File: config.mk
export PLATFORM = sky130hd
export DESIGN_NAME = fwd_hazard_unit
export DESIGN_NICKNAME = d
export VERILOG_FILES = /design/src/rtl/core_pkg.sv /design/src/rtl/fwd_sel_calc.sv /design/src/rtl/fwd_hazard_unit.sv
export SDC_FILE = /design/constraint.sdc
export NUM_CORES = 1
export LEC_CHECK = 0
export BUFFER_PORTS_ARGS = -buffer_cell sky130_fd_sc_hd__buf_2
export CAP_MARGIN = 20
export CORE_ASPECT_RATIO = 0.7
export CORE_MARGIN = 8
export CORE_UTILIZATION = 53
export DETAILED_ROUTE_END_ITERATION = 12
export PLACE_DENSITY = 0.83
export REMOVE_ABC_BUFFERS = 1
export SKIP_CTS_REPAIR_TIMING = 1
export SLEW_MARGIN = 20
export SYNTH_ARGS = -nofsm -noshare
export SYNTH_HDL_FRONTEND = slang
export SYNTH_SLANG_ARGS = --single-unit
File: constraint.sdc
create_clock -name clk -period 2.4 [get_ports clk]
set_input_delay 0.24 -clock clk [delete_from_list [all_inputs] [get_ports clk]]
set_output_delay 0.24 -clock clk [all_outputs]
set_load 0.02 [all_outputs]
File: src/rtl/core_pkg.sv
// Shared pipeline-control types: forwarding select codes and per-stage
// destination-register metadata used by the hazard/forwarding unit.
package core_pkg;

  localparam int CORE_REG_ADDR_W = 5;

  localparam logic [1:0] FWD_RF    = 2'b00;
  localparam logic [1:0] FWD_EXMEM = 2'b01;
  localparam logic [1:0] FWD_MEMWB = 2'b10;

  typedef struct packed {
    logic                       valid;
    logic [CORE_REG_ADDR_W-1:0] rd;
    logic                       reg_write;
    logic                       mem_read;
  } stage_meta_t;

  // x0 is hard-wired to zero, so a stage writing it never produces a value.
  function automatic logic writer_matches(input stage_meta_t m,
                                          input logic [CORE_REG_ADDR_W-1:0] r);
    return m.valid & m.reg_write & (m.rd != '0) & (m.rd == r);
  endfunction

endpackage

File: src/rtl/fwd_sel_calc.sv
// Priority compare of one ID source register against the EX and MEM writers,
// giving the operand select to register alongside the ID/EX register.
module fwd_sel_calc
  import core_pkg::*;
(
  input  logic [CORE_REG_ADDR_W-1:0] src,
  input  logic                       used,
  input  stage_meta_t                ex_meta,
  input  stage_meta_t                mem_meta,
  output logic [1:0]                 sel
);

  // EX producer is the nearer one; it lands in MEM next cycle, so it wins.
  always_comb begin
    sel = FWD_RF;
    if (used) begin
      if (writer_matches(ex_meta, src)) begin
        sel = FWD_EXMEM;
      end else if (writer_matches(mem_meta, src)) begin
        sel = FWD_MEMWB;
      end
    end
  end

endmodule

File: src/rtl/fwd_hazard_unit.sv
// Load-use stall detection and registered EX operand-forwarding selects for
// the 5-stage RV32I pipeline, driven by a shadow EX/MEM/WB metadata pipeline.
module fwd_hazard_unit
  import core_pkg::*;
#(
  parameter int REG_ADDR_W = CORE_REG_ADDR_W,
  parameter int CNT_W      = 32
) (
  input  logic                  clk,
  input  logic                  reset_n,
  input  logic                  id_valid,
  input  logic [REG_ADDR_W-1:0] id_rs1,
  input  logic [REG_ADDR_W-1:0] id_rs2,
  input  logic                  id_rs1_used,
  input  logic                  id_rs2_used,
  input  logic [REG_ADDR_W-1:0] id_rd,
  input  logic                  id_reg_write,
  input  logic                  id_mem_read,
  input  logic                  flush,
  output logic                  stall,
  output logic [1:0]            fwd_sel_a,
  output logic [1:0]            fwd_sel_b,
  output logic [CNT_W-1:0]      stall_count
);

  stage_meta_t ex_q;
  stage_meta_t mem_q;
  stage_meta_t wb_q;
  stage_meta_t id_meta;
  logic [1:0]  next_sel_a;
  logic [1:0]  next_sel_b;
  logic        load_use;

  always_comb begin
    id_meta           = '0;
    id_meta.valid     = id_valid;
    id_meta.rd        = id_rd;
    id_meta.reg_write = id_reg_write;
    id_meta.mem_read  = id_mem_read;
  end

  // A load in EX has no data until MEM ends, so a dependent ID op must wait once.
  always_comb begin
    load_use = id_valid & ex_q.valid & ex_q.mem_read & (ex_q.rd != '0) &
               ((id_rs1_used & (ex_q.rd == id_rs1)) |
                (id_rs2_used & (ex_q.rd == id_rs2)));
    stall    = load_use & ~flush;
  end

  fwd_sel_calc u_sel_a (
    .src      (id_rs1),
    .used     (id_rs1_used),
    .ex_meta  (ex_q),
    .mem_meta (mem_q),
    .sel      (next_sel_a)
  );

  fwd_sel_calc u_sel_b (
    .src      (id_rs2),
    .used     (id_rs2_used),
    .ex_meta  (ex_q),
    .mem_meta (mem_q),
    .sel      (next_sel_b)
  );

  // Bubbles (flush or stall) enter EX with no valid producer and RF selects.
  always_ff @(posedge clk or negedge reset_n) begin
    if (!reset_n) begin
      ex_q        <= '0;
      mem_q       <= '0;
      wb_q        <= '0;
      fwd_sel_a   <= FWD_RF;
      fwd_sel_b   <= FWD_RF;
      stall_count <= '0;
    end else begin
      wb_q  <= mem_q;
      mem_q <= ex_q;
      if (flush || stall) begin
        ex_q      <= '0;
        fwd_sel_a <= FWD_RF;
        fwd_sel_b <= FWD_RF;
      end else begin
        ex_q      <= id_meta;
        fwd_sel_a <= next_sel_a;
        fwd_sel_b <= next_sel_b;
      end
      if (stall) begin
        stall_count <= stall_count + CNT_W'(1);
      end
    end
  end

endmodule

==> results of run 1 <==
[registers in the layout (all words and copies together), names as in the netlist]
register     count
stall_count     32
fwd_sel_b        2
mem_q            7
ex_q             8
fwd_sel_a        2
[placed cells by master, fill, tap and decap left out, drive strengths merged]
cell type,instances
ha,1
and4bb,1
nor3b,1
nor4,16
nor2b,2
and3,11
and2,8
inv,1
buf,68
dfrtp,51
o21ai,1
a21oi,1
nand4b,1
a32oi,1
nor3,10
clkbuf,8
dlygate4sd3,1
mux2,1
nand3,11
o211ai,2
nor2,8
nor4b,3
and4,1
xor2,40
nand4,6
xnor2,11
and4b,2
nand2,13
or4,2
or3,2
a32o,1
[power by group]
part	total, mW	switching (mW)	leakage [nW]	internal, mW
Combinational	0.128	0.0748	0.875	0.0530
Clock	0.531	0.268	0.0515	0.263
Sequential	0.888	0.0162	0.691	0.872
[worst max-delay path: stages (launching register included)]
cell     delay, ps
dfrtp_1        440
xor2_1         210
nor3_4         280
a32oi_4        220
nor3_4         280
buf_2          210
[kinds of logic (layout without fill, tap and decap cells)]
| family | after synthesis | count (layout) |
|---|---|---|
| xor+xnor | 51 | 51 |
| compound gates | 6 | 6 |
| buf+inv | 6 | 78 |
| simple gates | 98 | 98 |
| mux | 1 | 1 |
| fa+ha+maj | 1 | 1 |
| flops | 51 | 51 |
[per-layer routing]
layer  vias to the layer above  wire, µm  global-route usage (%)
met5                         -         0                       0
met4                         0        85                    8.01
met3                         8       383                    3.93
met2                        71      2590                    22.7
met1                       949      2740                    22.0
li1                        900         -                       -
[final timing paths]
| check | from | to |
|---|---|---|
| worst max register to register | stall_count[0]$_DFFE_PN0P_ | stall_count[18]$_DFFE_PN0P_ |
| worst max-delay path | ex_q[5]$_DFF_PN0_ | stall |
| worst min register to register | ex_q[1]$_DFF_PN0_ | mem_q[1]$_DFF_PN0_ |
| worst min-delay path | id_mem_read | ex_q[0]$_DFF_PN0_ |
| max in group asynchronous | reset_n | stall_count[25]$_DFFE_PN0P_ |
| min in group asynchronous | reset_n | stall_count[2]$_DFFE_PN0P_ |
[layout make-up]
class | count | area, µm²
well taps | 57 | 71.3
repair buffers | 69 | 373
inverters | 1 | 3.75
flip-flops and latches | 51 | 1280
multi-input cells | 157 | 1260
clock buffers | 8 | 100
fillers | 389 | 1650
[metrics by stage]
step / instances / worst slack (ps) / cell area [µm²] / utilization, %
final: 343 / 220 / 3080 / 65.1
after global routing: 343 / 12.0 / 3080 / 65.1
after CTS: 337 / 45.5 / 3030 / 64.0
after detailed placement: 329 / 269 / 2930 / 61.9
after global placement: 329 / 368 / 2930 / 61.9
after floorplan: 209 / 225 / 2530 / -
==> summary.md, run 1 <==
| Metric | Value |
|---|---|
| RSZ-0062 raised after global routing | false |
| Core box area | about 4700 µm² |
| Largest net degree at the start of global routing | 27 |
| CTS Buf Count | 5 |
| CTS root buf | clkbuf_8 |
| Setup slack, reg-to-reg | 230 ps |
| CP Launch Type | flip-flop |
| VDD IR-drop max | roughly 0.00036 V |
| HPWL Detailed | 4440 µm |
| # clock sinks | 51 |
| Antenna diodes | 0 |
| Die span in x | 99.4 µm |
| I/O pins | 60 |
| Slew HR | between 60% and 70% |
| Fmax | 0.459 GHz |
| Clk slew on worst S/H paths | 80 ps |
| Post-Synth Simple-Gate Area | a little over a quarter |
| Tot Pwr | approximately 1.5 mW |
| Post-Synth Adder-Cell Area | less than 1% |
| Multiplexer share of the synthesized area | 0.582% |
| Gr usage total | between 10% and 20% |
| Vias in the first global route | around 1.9k |
| Synth Register Bits | 51 |
| Top cells by count, synth | 51 x dfrtp_1, 40 x xor2_1, 13 x nand2_1 |
| P_leak | ~1.6 nW |
| Clock skew | between 8 and 9 ps |
| Worst Path Required | between 2000 and 2500 ps |
| Final hold violation count | 0 |
| Die height | 74.4 µm |
| # rows | 21 |
| CTS tree | built |
| Final Hold Slack | between 100 and 150 ps |
| Worst slew pin tran | roughly 600 ps |
| Layout cells sized above 1 | about a third |
| Kind of critical path | reg -> out |
| Slew Limit Fails | 0 |
| Pwr/cell area | around 500 nW/µm² |
| Post-synth EDFFs | 0 |
| Residual DRC | 0 |
| Min Tclk post-route | approximately 2200 ps |
| Avg WL per Cell | between 15 and 20 µm |
| Initial DRC Count | 116 |
| Synth warnings | 0 |
| Top-count cell post-synth | dfrtp_1 |
| Synth cell types | 37 |
| Top_reg_cell synth | dfrtp_1 |
| Clock latency on the worst-skew pair | 310 ps |
| Outcome | completed |
| Nets@finish | 309 |
| CP Max Fanout | 9 |
| Asr flop ratio synth | 100% |
| Post-synthesis compound-gate area fraction | between 3 and 4% |
| Sequential fraction of the synthesis area | 49.5% |
| Largest family of logic cells by synthesized area | simple AND/OR/NAND/NOR gates |
| Area leader, netlist | dfrtp_1 |
| Largest cells by area after synthesis | dfrtp_1 49%, xor2_1 14%, nor4_2 5.8%, xnor2_1 3.7%, and3_1 2.7% |
| Starting Density | a little over half |
| Xor/xnor cell area share of the yosys netlist | between 10% and 20% |
| Routed WL | just under 6000 µm |
| Yosys top cell area share | 49.5% |
| Final worst path period share | around nine tenths |
| Avg Inst Size Synth | around 12 µm² |
| Pre-antenna DRT Iters | 4 |
| Max-Cap Viols | 0 |
| First-pass GRT wire length | between 9000 and 10,000 µm |
| Total negative slack | 0 ps |
| Final setup viols | 0 |
| DR vias | a little under 2k |
| Post-Syn Instances | about 210 |
| Antenna-violating nets left | 0 |
| Synthesized area | roughly 2600 µm² |
| Type of the worst min-delay path | in -> reg |
| Worst reg2reg path depth | 6 |
| Gr ovfl total | 0 |
| Max Buffers Root-to-Sink | 2 |
| Data arrival, critical path | 1940 ps |
| Initial antenna violation count | 0 |
| Area Overhead vs Synth | 19.4% |
| Die area | 7390 µm² |
| Worst hold stages | 2 |
| Avg Vias per Cell | approximately 5.6 |
| Max H-tree Level | 2 |
| Port Buffers | 59 |
| GPL Wtd Cong | 0.889 |
| Worst Setup End Kind | output pin |
Note: power is estimated with default switching activity, not from simulation.
==> run 2, diff against run 1 <==
--- a/config.mk
+++ b/config.mk
@@ -5,11 +5,12 @@
 export SDC_FILE = /design/constraint.sdc
 export NUM_CORES = 1
 export LEC_CHECK = 0
+export ABC_AREA = 1
 export BUFFER_PORTS_ARGS = -buffer_cell sky130_fd_sc_hd__buf_2
 export CAP_MARGIN = 20
 export CORE_ASPECT_RATIO = 0.7
 export CORE_MARGIN = 8
-export CORE_UTILIZATION = 53
+export CORE_UTILIZATION = 55
 export DETAILED_ROUTE_END_ITERATION = 12
 export PLACE_DENSITY = 0.83
 export REMOVE_ABC_BUFFERS = 1
==> run 2 against run 1 <==
Effect of this change:
- area after synthesis up 27%
- die area increased by 18%
- total power fell by 0.62%
- worst setup slack worse by 7.8 ps
- hold slack got worse by 9.3 ps
- register-to-register slack better by 300 ps
- routed wire length grew 57%
- clock-buffer cell count fell by 1
- largest power group unchanged
- cell count rose by 82%
- combinational power up 3%
- critical endpoint unchanged
- critical path depth rose by 2
==> summary.md, run 2 <==
| Metric | Value |
|---|---|
| Outcome | completed |
| Synth Register Bits | 51 (unchanged) |
| CP Launch Type | flip-flop |
| Clock skew | 5.84 ps (-2.95 ps) |
| Pwr/cell area | 412 nW/µm² (-18%) |
| Initial antenna violation count | 0 (unchanged) |
| Asr flop ratio synth | 100% (unchanged) |
| First-pass GRT wire length | 15,200 µm (+65%) |
| Die height | 80.5 µm (+8.3%) |
| Top-count cell post-synth | nand2_1 |
| Part of the power in the clock network | 33.8% (-0.5 points) |
| CP max stage delay | 450 ps (about the same) |
| Layout cells sized above 1 | 15.8% (-19 points) |
| Largest family of logic cells by synthesized area | simple AND/OR/NAND/NOR gates |
| Routed WL | 9090 µm (+57%) |
| RSZ-0062 raised after global routing | false |
| Layout fillers | 531 (+37%) |
| CTS tree | built |
| Pre-antenna DRT Iters | 5 (+1) |
| Fin cells | 624 (+82%) |
| DR vias | 3,371 (+75%) |
| Gr ovfl total | 0 (unchanged) |
| Avg WL per Cell | 14.6 µm (-14%) |
| CTS root buf | clkbuf_8 |
| Max H-tree Level | 2 (unchanged) |
| Synth warnings | 0 (unchanged) |
| Clock latency on the worst-skew pair | 310 ps (about the same) |
| Core box area | 5730 µm² (+21%) |
| Final Hold Slack | 129 ps (-9.26 ps) |
| Worst Setup End Kind | output pin |
| Nets@finish | 572 (+85%) |
| P_leak | 1.95 nW (+21%) |
| Fmax | 0.457 GHz (-0.36%) |
| CP Max Fanout | 15 (+6) |
| NetSw | 0.384 mW (+7.1%) |
| Post-Synth Simple-Gate Area | 43.4% (+16 points) |
| Worst slew pin tran | 544 ps (-53.2 ps) |
| Antenna-violating nets left | 0 (unchanged) |
| Storage element area | 1280 µm² (unchanged) |
| Largest net degree at the start of global routing | 32 (+19%) |
| Yosys top cell area share | 39.0% (-10 points) |
| Synthesized area | 3270 µm² (+27%) |
| Slew Limit Fails | 0 (unchanged) |
| HPWL Detailed | 7120 µm (+61%) |
| Final worst path period share | 91.2% (+0.33 points) |
| CP delay by family, top | simple AND/OR/NAND/NOR gates |
| Avg Vias per Cell | 5.40 (-3.9%) |
| Die span in x | 108 µm (+8.9%) |
| Initial DRC Count | 329 (+180%) |
| Clk slew on worst S/H paths | 90 ps (about the same) |
| Worst Path Required | 2160 ps (about the same) |
| Post-Syn Instances | 488 (+130%) |
| Comb power frac | 8.6% (+0.3 points) |
| Area leader, netlist | dfrtp_1 |
| Post-synth EDFFs | 0 (unchanged) |
| Top_reg_cell synth | dfrtp_1 |
| Top cells by count, synth | 179 x nand2_1, 68 x nor2_1, 60 x inv_1 |
| Antenna diodes | 0 (unchanged) |
| Starting Density | 57.2% (+2.6 points) |
| GPL Wtd Cong | 0.986 (+11%) |
| Total negative slack | 0 ps (unchanged) |
| Port Buffers | 59 (unchanged) |
| Post-synthesis compound-gate area fraction | 1.61% (-1.4 points) |
| # clock sinks | 51 (unchanged) |
| Synth cell types | 24 (-35%) |
| Crit path max-delay cell type | dfrtp_1 |
| Largest cells by area after synthesis | dfrtp_1 39%, nand2_1 21%, nand4_1 8.0%, nor2_1 7.8%, inv_1 6.9% |
| Sequential fraction of the synthesis area | 39.0% (-10 points) |
| Placed cell count | 615 (+87%) |
| Most common cell after layout, fill and taps aside | nand2_1 |
| VDD IR-drop max | 0.000252 V (-30%) |
| Data arrival, critical path | 1950 ps (about the same) |
| Vias in the first global route | 3,039 (+62%) |
| Switching share of power | 25.0% (+1.8 points) |
| Multiplexer share of the synthesized area | 0% (-0.58 points) |
| Gr usage total | 21.9% (+6.0 points) |
| Kind of critical path | reg -> out |
| Most frequent cells in the layout | 179 x nand2_1, 68 x nor2_1, 60 x inv_1 |
| Max FFs per register | 32 (unchanged) |
| CTS Buf Count | 5 (unchanged) |
| Final hold violation count | 0 (unchanged) |
| # rows | 23 (+9.5%) |
| Final setup viols | 0 (unchanged) |
| Xor/xnor cell area share of the yosys netlist | 5.62% (-12 points) |
| Slew HR | 63.8% (+3.5 points) |
| Max-Cap Viols | 0 (unchanged) |
| Avg Inst Size Synth | 6.71 µm² (-44%) |
| Die area | 8720 µm² (+18%) |
| Post-Synth Adder-Cell Area | 0.382% (-0.10 points) |
| Internal Power | 1.15 mW (-2.9%) |
| Top Registers | stall_count (32), ex_q (8), mem_q (7) |
| Worst path bufs/invs | 2 (+1) |
| Min Tclk post-route | 2190 ps (+7.82 ps) |
| Residual DRC | 0 (unchanged) |
| Type of the worst min-delay path | in -> reg |
| Worst-path cell chain | xor2_1, nor2_1, nand4_1, nand2_2, nand3_4, inv_1, buf_2 |
| Area Overhead vs Synth | 13.9% |
| Multi-input logic area | 1670 µm² (+33%) |
| Sequential power share | 57.6% (+0.2 points) |
| Register with the most flip-flops | stall_count |
| Max Buffers Root-to-Sink | 2 (unchanged) |
| I/O pins | 60 (unchanged) |
run 2: cell types whose count changed in the layout (fill, tap and decap cells not counted), moves of 8 or more:
cell	before	now
nand2_1	13	179
and3_1	11	0
inv_1	1	60
nor2_1	7	68
nand4_1	6	42
and2_1	8	0
nor4_2	12	0
nand3_1	9	23
xor2_1	40	9
run 2: metrics by stage:
stage	setup slack (ps)	utilization [%]	instance area [µm²]	power, mW
2_1_floorplan	431	-	3190	0.962
3_3_place_gp	618	63.3	3620	1.03
3_5_place_dp	557	63.3	3620	1.03
4_1_cts	231	64.9	3720	1.55
5_1_grt	102	65.1	3730	1.61
6_report	212	65.1	3730	1.54
run 2: metal layers:
metal / vias up / track usage (%) / wire length (µm)
met4: 0 / 5.38 / 107
met5: - / 0 / 0
met3: 14 / 4.16 / 944
li1: 1642 / - / -
met2: 171 / 30.0 / 3630
met1: 1544 / 33.8 / 4410
run 2: cell type report:
type                       count  share of cell area [%]
clock buffer                   7                    2.32
clock inverter                 1                   0.235
inverter                      65                    6.54
multi-input combinational    359                    44.8
sequential                    51                    34.2
tap                           75                    2.52
timing repair buffer          66                    9.40
run 2: cells by family after synthesis:
group	after synthesis
flip-flops	51
XOR/XNOR	21
buffers and inverters	78
AND/OR/NAND/NOR	327
AO/OA/AOI/OAI	10
adder cells (fa/ha/maj)	1
run 2: power by group through the flow:
stage | Sequential, mW | Combinational [mW] | Clock (mW)
2_1_floorplan | 0.900 | 0.0621 | 0
3_3_place_gp | 0.902 | 0.128 | 0
3_5_place_dp | 0.902 | 0.130 | 0
4_1_cts | 0.885 | 0.130 | 0.532
5_1_grt | 0.887 | 0.148 | 0.572
6_report | 0.885 | 0.132 | 0.520
run 2: worst min-delay path, stage by stage:
cell    delay, ps
buf_2          90
inv_1          40
nor2_1         30
run 2: final timing paths:
kind	start	end	slack, ps	depth (start not counted)
min in group asynchronous	reset_n	ex_q[6]$_DFF_PN0_	450	2
worst max register to register	ex_q[3]$_DFF_PN0_	stall_count[19]$_DFFE_PN0P_	530	8
worst min-delay path	id_mem_read	ex_q[0]$_DFF_PN0_	130	3
worst max-delay path	ex_q[3]$_DFF_PN0_	stall	210	7
max in group asynchronous	reset_n	stall_count[21]$_DFFE_PN0P_	1190	3
worst min register to register	ex_q[1]$_DFF_PN0_	mem_q[1]$_DFF_PN0_	390	0
==> run 3, diff against run 2 <==
--- a/config.mk
+++ b/config.mk
@@ -8,11 +8,14 @@
 export ABC_AREA = 1
 export BUFFER_PORTS_ARGS = -buffer_cell sky130_fd_sc_hd__buf_2
 export CAP_MARGIN = 20
+export CELL_PAD_IN_SITES_DETAIL_PLACEMENT = 2
+export CELL_PAD_IN_SITES_GLOBAL_PLACEMENT = 2
 export CORE_ASPECT_RATIO = 0.7
 export CORE_MARGIN = 8
-export CORE_UTILIZATION = 55
+export CORE_UTILIZATION = 30
 export DETAILED_ROUTE_END_ITERATION = 12
 export PLACE_DENSITY = 0.83
+export RECOVER_POWER = 100
 export REMOVE_ABC_BUFFERS = 1
 export SKIP_CTS_REPAIR_TIMING = 1
 export SLEW_MARGIN = 20
==> run 3 against run 2 <==
Effect of this change:
- register-to-register slack got worse by 360 ps
- clock skew up 2.6 ps
- non-clock buffer count decreased by 1
- cell count is 9.6% higher
- combinational power grew 8%
- first-iteration DRC count fell by 57%
- total power rose by 16%
- hold slack gained 6.3 ps
- critical path type is now reg -> reg
==> summary.md, run 3 (synthesized netlist as in run 2, its figures left out) <==
| Metric | Value |
|---|---|
| Outcome | completed |
| Final setup viols | 0 (unchanged) |
| Worst setup margin | 166 ps (-46.1 ps) |
| Antenna-violating nets left | 0 (unchanged) |
| Register with the most flip-flops | stall_count |
| Pwr/cell area | 472 nW/µm² (+15%) |
| Part of the power in the clock network | 42.6% (+8.8 points) |
| Max Buffers Root-to-Sink | 2 (unchanged) |
| First-pass GRT wire length | 20,900 µm (+38%) |
| CTS Buf Count | 5 (unchanged) |
| Comb power frac | 8.0% (-0.6 points) |
| RSZ-0062 raised after global routing | false |
| Starting Density | 30.3% (-27 points) |
| Die height | 103 µm (+28%) |
| Clock latency on the worst-skew pair | 310 ps (about the same) |
| Pre-CTS setup slack | 421 ps (-136 ps) |
| Avg WL per Cell | 18.5 µm (+27%) |
| Max FFs per register | 32 (unchanged) |
| CTS tree | built |
| Gr usage total | 18.5% (-3.4 points) |
| CP Launch Type | flip-flop |
| Die area | 14,600 µm² (+67%) |
| Final hold violation count | 0 (unchanged) |
| Residual DRC | 0 (unchanged) |
| Max-Cap Viols | 0 (unchanged) |
| Min Tclk post-route | 2230 ps (+46.1 ps) |
| Area post-placement | 3700 µm² (+2.2%) |
| Routed WL | 12,700 µm (+39%) |
| Max H-tree Level | 2 (unchanged) |
| Worst slew pin tran | 1350 ps (+808 ps) |
| Worst Setup End Kind | flip-flop |
| I/O pins | 60 (unchanged) |
| Final worst path period share | 93.1% (+1.9 points) |
| DR vias | 3,447 (+2.3%) |
| Most common cell after layout, fill and taps aside | nand2_1 |
| Worst-path cell chain | ha_1, inv_1, nor2_1, nand2_1, nor2_1, nand2_1, nand2_1, nand2_1, nand4_1, nand2_1 |
| NetSw | 0.480 mW (+25%) |
| Storage element area | 1280 µm² (unchanged) |
| Vias in the first global route | 3,866 (+27%) |
| Sequential power share | 49.5% (-8.1 points) |
| Pre-antenna DRT Iters | 4 (-1) |
| CTS root buf | clkbuf_16 |
| # clock sinks | 51 (unchanged) |
| Layout fillers | 1,375 (+160%) |
| # rows | 32 (+39%) |
| CP delay by family, top | simple AND/OR/NAND/NOR gates |
| Type of the worst min-delay path | in -> reg |
| Worst path bufs/invs | 1 (-1) |
| Nets@finish | 571 (-0.17%) |
| Clk slew on worst S/H paths | 80 ps (about the same) |
| Data arrival, critical path | 2420 ps (+470 ps) |
| Antenna diodes | 0 (unchanged) |
| Core box area | 10,800 µm² (+89%) |
| Fmax | 0.448 GHz (-2.1%) |
| Crit path max-delay cell type | dfrtp_1 |
| P_leak | 1.80 nW (-7.5%) |
| Die span in x | 141 µm (+30%) |
| Clock skew | 8.43 ps (+2.59 ps) |
| Worst Path Required | 2590 ps (+430 ps) |
| Worst path most repeated cell | nand2_1 |
| Port Buffers | 59 (unchanged) |
| Internal Power | 1.31 mW (+14%) |
| Slew HR | 9.92% (-54 points) |
| Most frequent cells in the layout | 179 x nand2_1, 71 x nor2_1, 60 x inv_1 |
| Slew Limit Fails | 0 (unchanged) |
| Initial DRC Count | 142 (-57%) |
| CP Max Fanout | 5 (-10) |
| GPL Wtd Cong | 0.912 (-7.5%) |
| Top Registers | stall_count (32), ex_q (8), mem_q (7) |
| Area Overhead vs Synth | 15.8% |
| Avg Vias per Cell | 5.04 (-6.7%) |
| HPWL Detailed | 9800 µm (+38%) |
| Layout cells sized above 1 | 8.58% (-7.3 points) |
| VDD IR-drop max | 0.000264 V (+4.6%) |
| Gr ovfl total | 0 (unchanged) |
| Largest net degree at the start of global routing | 51 (+59%) |
| Multi-input logic area | 1660 µm² (-0.45%) |
| Switching share of power | 26.8% (+1.9 points) |
| CP max stage delay | 450 ps (about the same) |
| Total negative slack | 0 ps (unchanged) |
| Kind of critical path | reg -> reg |
| Finished Cell Area | 3790 µm² (+1.7%) |
| Initial antenna violation count | 0 (unchanged) |
run 3: path summary, 6_finish.rpt:
path,to,slack (ps),cells past startpoint,from
worst max-delay path,stall_count[30]$_DFFE_PN0P_,170,10,stall_count[0]$_DFFE_PN0P_
worst min-delay path,ex_q[6]$_DFF_PN0_,130,3,id_rd[4]
worst max register to register,stall_count[30]$_DFFE_PN0P_,170,10,stall_count[0]$_DFFE_PN0P_
worst min register to register,mem_q[1]$_DFF_PN0_,400,0,ex_q[1]$_DFF_PN0_
max in group asynchronous,ex_q[0]$_DFF_PN0_,680,3,reset_n
min in group asynchronous,stall_count[24]$_DFFE_PN0P_,240,2,reset_n
run 3: metal layers:
| metal | vias to the layer above | GRT usage (%) | routed length [µm] |
|---|---|---|---|
| met4 | 0 | 4.69 | 121 |
| met2 | 57 | 30.1 | 5860 |
| met3 | 10 | 2.71 | 350 |
| met5 | - | 0 | 0 |
| met1 | 1736 | 25.4 | 6330 |
| li1 | 1644 | - | - |
run 3: power by group through the flow:
stage / logic [mW] / registers [mW] / clock network [mW]
4_1_cts: 0.146 / 0.886 / 0.789
3_3_place_gp: 0.138 / 0.901 / 0
6_report: 0.143 / 0.886 / 0.762
5_1_grt: 0.159 / 0.888 / 0.810
3_5_place_dp: 0.146 / 0.903 / 0
2_1_floorplan: 0.0621 / 0.900 / 0
run 3: cell type report:
cell class                      instances  area share (%)
Clock buffer                            5            3.30
Clock inverter                          3           0.660
Inverter                               65            6.44
Multi-Input combinational cell        359            43.8
Sequential cell                        51            33.7
Tap cell                              136            4.49
Timing Repair Buffer                   65            7.62
run 3: worst reg2reg max path, cell delays in order, from the launching register on:
cell	delay [ps]
dfrtp_1	450
ha_1	290
inv_1	90
nor2_1	380
nand2_1	170
nor2_1	310
nand2_1	110
nand2_1	90
nand2_1	60
nand4_1	80
nand2_1	80
run 3: stage by stage:
stage	std cells	utilization [%]	hold slack (ps)	total power, mW
finish	684	35.1	135	1.79
global route	684	35.1	132	1.86
CTS	683	35.7	-285	1.82
detailed placement	675	34.3	42.0	1.05
global placement	675	34.3	40.8	1.04
floorplan	475	-	-55.6	0.962
